## config.mk

```make
export PLATFORM = sky130hd
export DESIGN_NAME = present_nullfresh_round_ctrl
export DESIGN_NICKNAME = d
export VERILOG_FILES = /design/src/rtl/present_nullfresh_round_ctrl.sv
export SDC_FILE = /design/constraint.sdc
export NUM_CORES = 1
export LEC_CHECK = 0
export CORE_MARGIN = 5
export CORE_UTILIZATION = 47
export DETAILED_ROUTE_END_ITERATION = 12
export GPL_ROUTABILITY_DRIVEN = 0
export PLACE_DENSITY = 0.77
export SKIP_CTS_REPAIR_TIMING = 1
export SYNTH_ARGS = -nofsm -noshare
export SYNTH_HDL_FRONTEND = slang
export SYNTH_SLANG_ARGS = --single-unit
```

## constraint.sdc

```tcl
create_clock -name clk -period 2.1 [get_ports clk]
set_input_delay 0.42 -clock clk [delete_from_list [all_inputs] [get_ports clk]]
set_output_delay 0.42 -clock clk [all_outputs]
set_load 0.005 [all_outputs]
```

## src/rtl/present_nullfresh_round_ctrl.sv

```systemverilog
// Round controller for the 3-share NullFresh masked PRESENT-80 core.
// Sequences load, SBOX_LAT-cycle masked rounds, the final key addition and
// the done strobe. All outputs come straight from flops; the next-state
// logic also computes the next output values so the flops hold them in the
// same cycle as the matching state.
module present_nullfresh_round_ctrl #(
    parameter int unsigned SBOX_LAT = 4,
    parameter int unsigned ROUNDS   = 31
) (
    input  logic       clk,
    input  logic       rst,
    input  logic       start,
    output logic       busy,
    output logic       done,
    output logic       sel_load,
    output logic       en_state,
    output logic       en_key,
    output logic       last_addkey,
    output logic [4:0] round_cnt,
    output logic [3:0] stage_cnt
);

    localparam int unsigned ROUND_W = 5;
    localparam int unsigned STAGE_W = 4;

    localparam logic [STAGE_W-1:0] STAGE_LAST = STAGE_W'(SBOX_LAT - 1);
    localparam logic [ROUND_W-1:0] ROUND_LAST = ROUND_W'(ROUNDS);

    // Reject parameter values the counters cannot represent.
    if (SBOX_LAT < 1 || SBOX_LAT > 15) begin : g_bad_sbox_lat
        $error("present_nullfresh_round_ctrl: SBOX_LAT must be in 1..15");
    end
    if (ROUNDS < 1 || ROUNDS > 31) begin : g_bad_rounds
        $error("present_nullfresh_round_ctrl: ROUNDS must be in 1..31");
    end

    typedef enum logic [2:0] {
        S_IDLE,
        S_LOAD,
        S_ROUND,
        S_FINAL,
        S_DONE
    } state_t;

    state_t               state_q;
    state_t               state_d;
    logic [ROUND_W-1:0]   round_d;
    logic [STAGE_W-1:0]   stage_d;
    logic                 busy_d;
    logic                 done_d;
    logic                 sel_load_d;
    logic                 en_state_d;
    logic                 en_key_d;
    logic                 last_addkey_d;
    logic                 round_end_d;

    // Next state, next counters and the outputs that go with them.
    always_comb begin
        state_d = state_q;
        round_d = round_cnt;
        stage_d = stage_cnt;

        case (state_q)
            S_IDLE: begin
                round_d = '0;
                stage_d = '0;
                if (start) begin
                    state_d = S_LOAD;
                end
            end
            S_LOAD: begin
                round_d = ROUND_W'(1);
                stage_d = '0;
                state_d = S_ROUND;
            end
            S_ROUND: begin
                if (stage_cnt == STAGE_LAST) begin
                    stage_d = '0;
                    if (round_cnt == ROUND_LAST) begin
                        state_d = S_FINAL;
                    end else begin
                        round_d = round_cnt + ROUND_W'(1);
                    end
                end else begin
                    stage_d = stage_cnt + STAGE_W'(1);
                end
            end
            S_FINAL: begin
                state_d = S_DONE;
            end
            S_DONE: begin
                state_d = S_IDLE;
                round_d = '0;
                stage_d = '0;
            end
            default: begin
                state_d = S_IDLE;
                round_d = '0;
                stage_d = '0;
            end
        endcase

        // Moore decode of the upcoming state/counters, captured below.
        round_end_d   = (state_d == S_ROUND) && (stage_d == STAGE_LAST);
        busy_d        = (state_d != S_IDLE);
        done_d        = (state_d == S_DONE);
        sel_load_d    = (state_d == S_LOAD);
        last_addkey_d = (state_d == S_FINAL);
        en_state_d    = (state_d == S_LOAD) || round_end_d || (state_d == S_FINAL);
        en_key_d      = (state_d == S_LOAD) || round_end_d;
    end

    // State, counters and output registers with synchronous reset.
    always_ff @(posedge clk) begin
        if (rst) begin
            state_q     <= S_IDLE;
            round_cnt   <= '0;
            stage_cnt   <= '0;
            busy        <= 1'b0;
            done        <= 1'b0;
            sel_load    <= 1'b0;
            en_state    <= 1'b0;
            en_key      <= 1'b0;
            last_addkey <= 1'b0;
        end else begin
            state_q     <= state_d;
            round_cnt   <= round_d;
            stage_cnt   <= stage_d;
            busy        <= busy_d;
            done        <= done_d;
            sel_load    <= sel_load_d;
            en_state    <= en_state_d;
            en_key      <= en_key_d;
            last_addkey <= last_addkey_d;
        end
    end

endmodule

```

==> metrics.csv <==
stage;metric;value;unit
floorplan;Vert. Die Dim;51.2;um
grt;vias in the first global route;570;
pwr;Cell Int Power;495;uW
synthesis;Post-synth EDFFs;0;
run_status;status;completed;
pwr;Switch Pwr;147;uW
cells_and_area;count of filler cells inserted in the layout;137;
pwr;Switching Fraction;22.9;%
detailed_routing;via count normalized by instance count;5.47;
detailed_routing;Routed wire per std cell;13.1;um
cells_and_area;number of non-filler instances in the completed layout;118;
grt;first-pass GRT wire length;2570;um
synthesis;Synth Warn #;0;
worst_hold_path;hold path startpoint;round_cnt[4];
synthesis;number of cells produced by synthesis;82;
clock_network;clock slew seen by the registers of the worst setup and hold paths;100;ps
grt;Overflow after GRT;0;
pwr;total chip power;642;uW
synthesis;number of nets in the synthesized netlist;88;
synthesis;average cell area after synthesis;9.75;um^2
sta;final sum of negative setup slack;0;ps
sta;maximum operating frequency;546;MHz
grt;Global Route met3 Usage;3.79;%
floorplan;width of the die;51.2;um
setup_path;type of destination of the critical path;flop;
sta;clock period minus worst slack;1830;ps
floorplan;Floorplan Core Area;1670;um^2
setup_path;end of the worst register-to-register path;round_cnt[0];
cells_and_area;area grow syn2layout;27.1;%
synthesis;share of synthesized area occupied by flip-flops and latches;45.1;%
grt;met1 Use GR;17.3;%
synthesis;commonest register cell after synthesis;sky130_fd_sc_hd__dfxtp_1;
detailed_routing;Remaining DRCs;0;
worst_hold_path;Worst Hold Depth;2;
pwr;Reg power frac;57.0;%
grt;pin count of the biggest net entering global routing;16;
setup_path;Max FO, Critical Path;10;
clock_network;clock tree from TritonCTS;built;
setup_path;Critical Path Start;round_cnt[0];
cells_and_area;Register Area;360;um^2
setup_path;launching point of the worst reg2reg path;round_cnt[0];
sta;clock tree skew after final layout;3.44;ps
cells_and_area;most common cell after layout, fill and taps aside;sky130_fd_sc_hd__dfxtp_1;
sta;share of the clock period used by the worst path;87.1;%
floorplan;die area;2630;um^2
sta;Final Setup Violations;0;
setup_path;endpoint of the most critical setup path;round_cnt[0];
cells_and_area;final core utilization;60.8;%
worst_hold_path;Hold WC Path Type;reg2reg;
synthesis;share of synthesized registers carrying an async set or reset;0;%
detailed_routing;overall via count from detail_route;645;
sta;worst relative slew slack;68.3;%
cells_and_area;most frequent cells in the layout;sky130_fd_sc_hd__dfxtp_1 (18), sky130_fd_sc_hd__clkdlybuf4s50_1 (17), sky130_fd_sc_hd__a21oi_1 (7);
synthesis;total standard cell area after synthesis;800;um^2
cells_and_area;total area of multi-input combinational cells;413;um^2
clock_network;Longest Clk Path Bufs;2;
floorplan;Top Ports;18;
clock_network;latest clock arrival within the worst-skew pair;300;ps
sta;max-slew violations;0;
floorplan;standard-cell row count;15;
detailed_routing;sum of routed wire length over all layers;1550;um
pwr;clock network fraction of design power;33.1;%
setup_path;register-to-register setup slack;270;ps
grt;antenna violations before repair;0;
grt;met2 track demand over resource;19.5;%
clock_network;number of H-tree levels;1;
clock_network;CTS Root Buffer Type;sky130_fd_sc_hd__clkbuf_4;
sta;Worst Max-Slew Pin Slew;476;ps
synthesis;number of synthesized register bits;18;
pwr;leakage;0.361;nW
placed_design;# placed instances;114;
clock_network;clock sink count;18;
floorplan;initial cell density of the core;47.9;%
placed_design;number of I/O port buffers;17;
cells_and_area;fraction of layout instances using a drive strength above 1;7.92;%
sta;final hold violation count;0;
job;max-cap violation count;0;
detailed_routing;Final ANT Viol Nets;0;
cells_and_area;number of inserted diodes;0;
detailed_routing;total iterations of the first detailed-routing run;4;
pwr;Power Dens Cells;632;nW/um^2
grt;global routing usage summed across all routing layers;13.2;%
clock_network;total clock buffers created by CTS;3;
cells_and_area;final net count;108;
detailed_routing;First DRT Iteration DRCs;8;
pwr;power share of the combinational group;9.9;%
grt;global routing's busiest layer;met2;
setup_path;CP arrival;2060;ps
synthesis;count of unique library cells instantiated by Yosys;33;
placed_design;half-perimeter wire length after placement;1160;um
setup_path;startpoint types;flop;
pwr;worst IR drop on VDD;400;uV
synthesis;cell types occupying the most area after synthesis;sky130_fd_sc_hd__dfxtp_1 (45%), sky130_fd_sc_hd__ha_1 (4.7%), sky130_fd_sc_hd__a21oi_1 (4.4%), sky130_fd_sc_hd__a2111oi_4 (3.4%), sky130_fd_sc_hd__nand2b_1 (3.1%);
sta;setup repair after global routing missed its margin;false;
setup_path;worst-case reg-to-reg path depth;7;
setup_path;data required time of the critical path;2330;ps
setup_path;Critical Setup Path Class;reg2reg;
synthesis;share of the synthesized area in the top cell type;45.1;%
synthesis;cell taking the most area after synthesis;sky130_fd_sc_hd__dfxtp_1;
[worst min-delay path by stage]
| stage | slack, ps | to |
|---|---|---|
| floorplan | 470 | round_cnt[4] |
| global placement | 470 | round_cnt[4] |
| detailed placement | 470 | round_cnt[4] |
| CTS | 480 | round_cnt[4] |
| global route | 510 | round_cnt[1] |
| finish | 480 | round_cnt[4] |
[critical path, cell delays in order, from the launching register on]
cell	delay, ps
sky130_fd_sc_hd__dfxtp_1	360
sky130_fd_sc_hd__ha_1	220
sky130_fd_sc_hd__and3_1	180
sky130_fd_sc_hd__ha_1	220
sky130_fd_sc_hd__nor2_1	120
sky130_fd_sc_hd__a21oi_2	130
sky130_fd_sc_hd__or3b_1	380
sky130_fd_sc_hd__a21oi_1	140
[cell usage after synthesis (all sizes together) (2+ instances only)]
library cell and number:
a21oi 8, and2 3, dfxtp 18, ha 3, inv 4, nand2 4
nand2b 4, nand3 3, nand3b 2, nand4b 2, nor2 3, nor3 3
nor3b 2, o21ai 5, o21bai 2, or3 2
[metrics by stage]
step / hold WS (ps) / setup WS [ps] / cell area, um^2
6_report: 479 / 270 / 1020
5_1_grt: 513 / 151 / 1020
4_1_cts: 483 / 276 / 1020
3_5_place_dp: 470 / 306 / 980
3_3_place_gp: 469 / 383 / 980
2_1_floorplan: 465 / 428 / 800
[final cells by class]
class | instances | area share, %
Multi-Input combinational cell | 58 | 40.6
Sequential cell | 18 | 35.5
Timing Repair Buffer | 17 | 16.7
Clock buffer | 4 | 3.57
Tap cell | 17 | 2.09
Inverter | 4 | 1.48
[power by group through the flow]
stage / clock [mW] / combinational [mW] / sequential [mW]
final: 0.213 / 0.0633 / 0.366
after global routing: 0.237 / 0.0702 / 0.369
after CTS: 0.220 / 0.0642 / 0.366
after detailed placement: 0 / 0.0639 / 0.374
after global placement: 0 / 0.0630 / 0.374
after floorplan: 0 / 0.0394 / 0.370
[state kept, by name, summed over array words and instances, names as in the netlist]
| name | flops |
|---|---|
| busy | 1 |
| done | 1 |
| en_key | 1 |
| en_state | 1 |
| last_addkey | 1 |
| round_cnt | 5 |
| sel_load | 1 |
| stage_cnt | 4 |
| state_q | 3 |
[logic make-up (layout without fill, tap and decap cells)]
logic type,after synthesis,count (layout),share of synthesized area [%]
buf+inv,6,25,3.29
fa+ha+maj,3,3,4.70
flops,18,18,45.1
simple gates,34,34,27.7
xor+xnor,1,1,1.10
compound gates,20,20,18.2
[metal layers]
| layer | vias to the layer above | routed length, um |
|---|---|---|
| li1 | 333 | - |
| met1 | 294 | 713 |
| met2 | 16 | 738 |
| met3 | 2 | 64 |
| met4 | 0 | 32 |
| met5 | - | 0 |
Power figures use the tool's default switching activity.
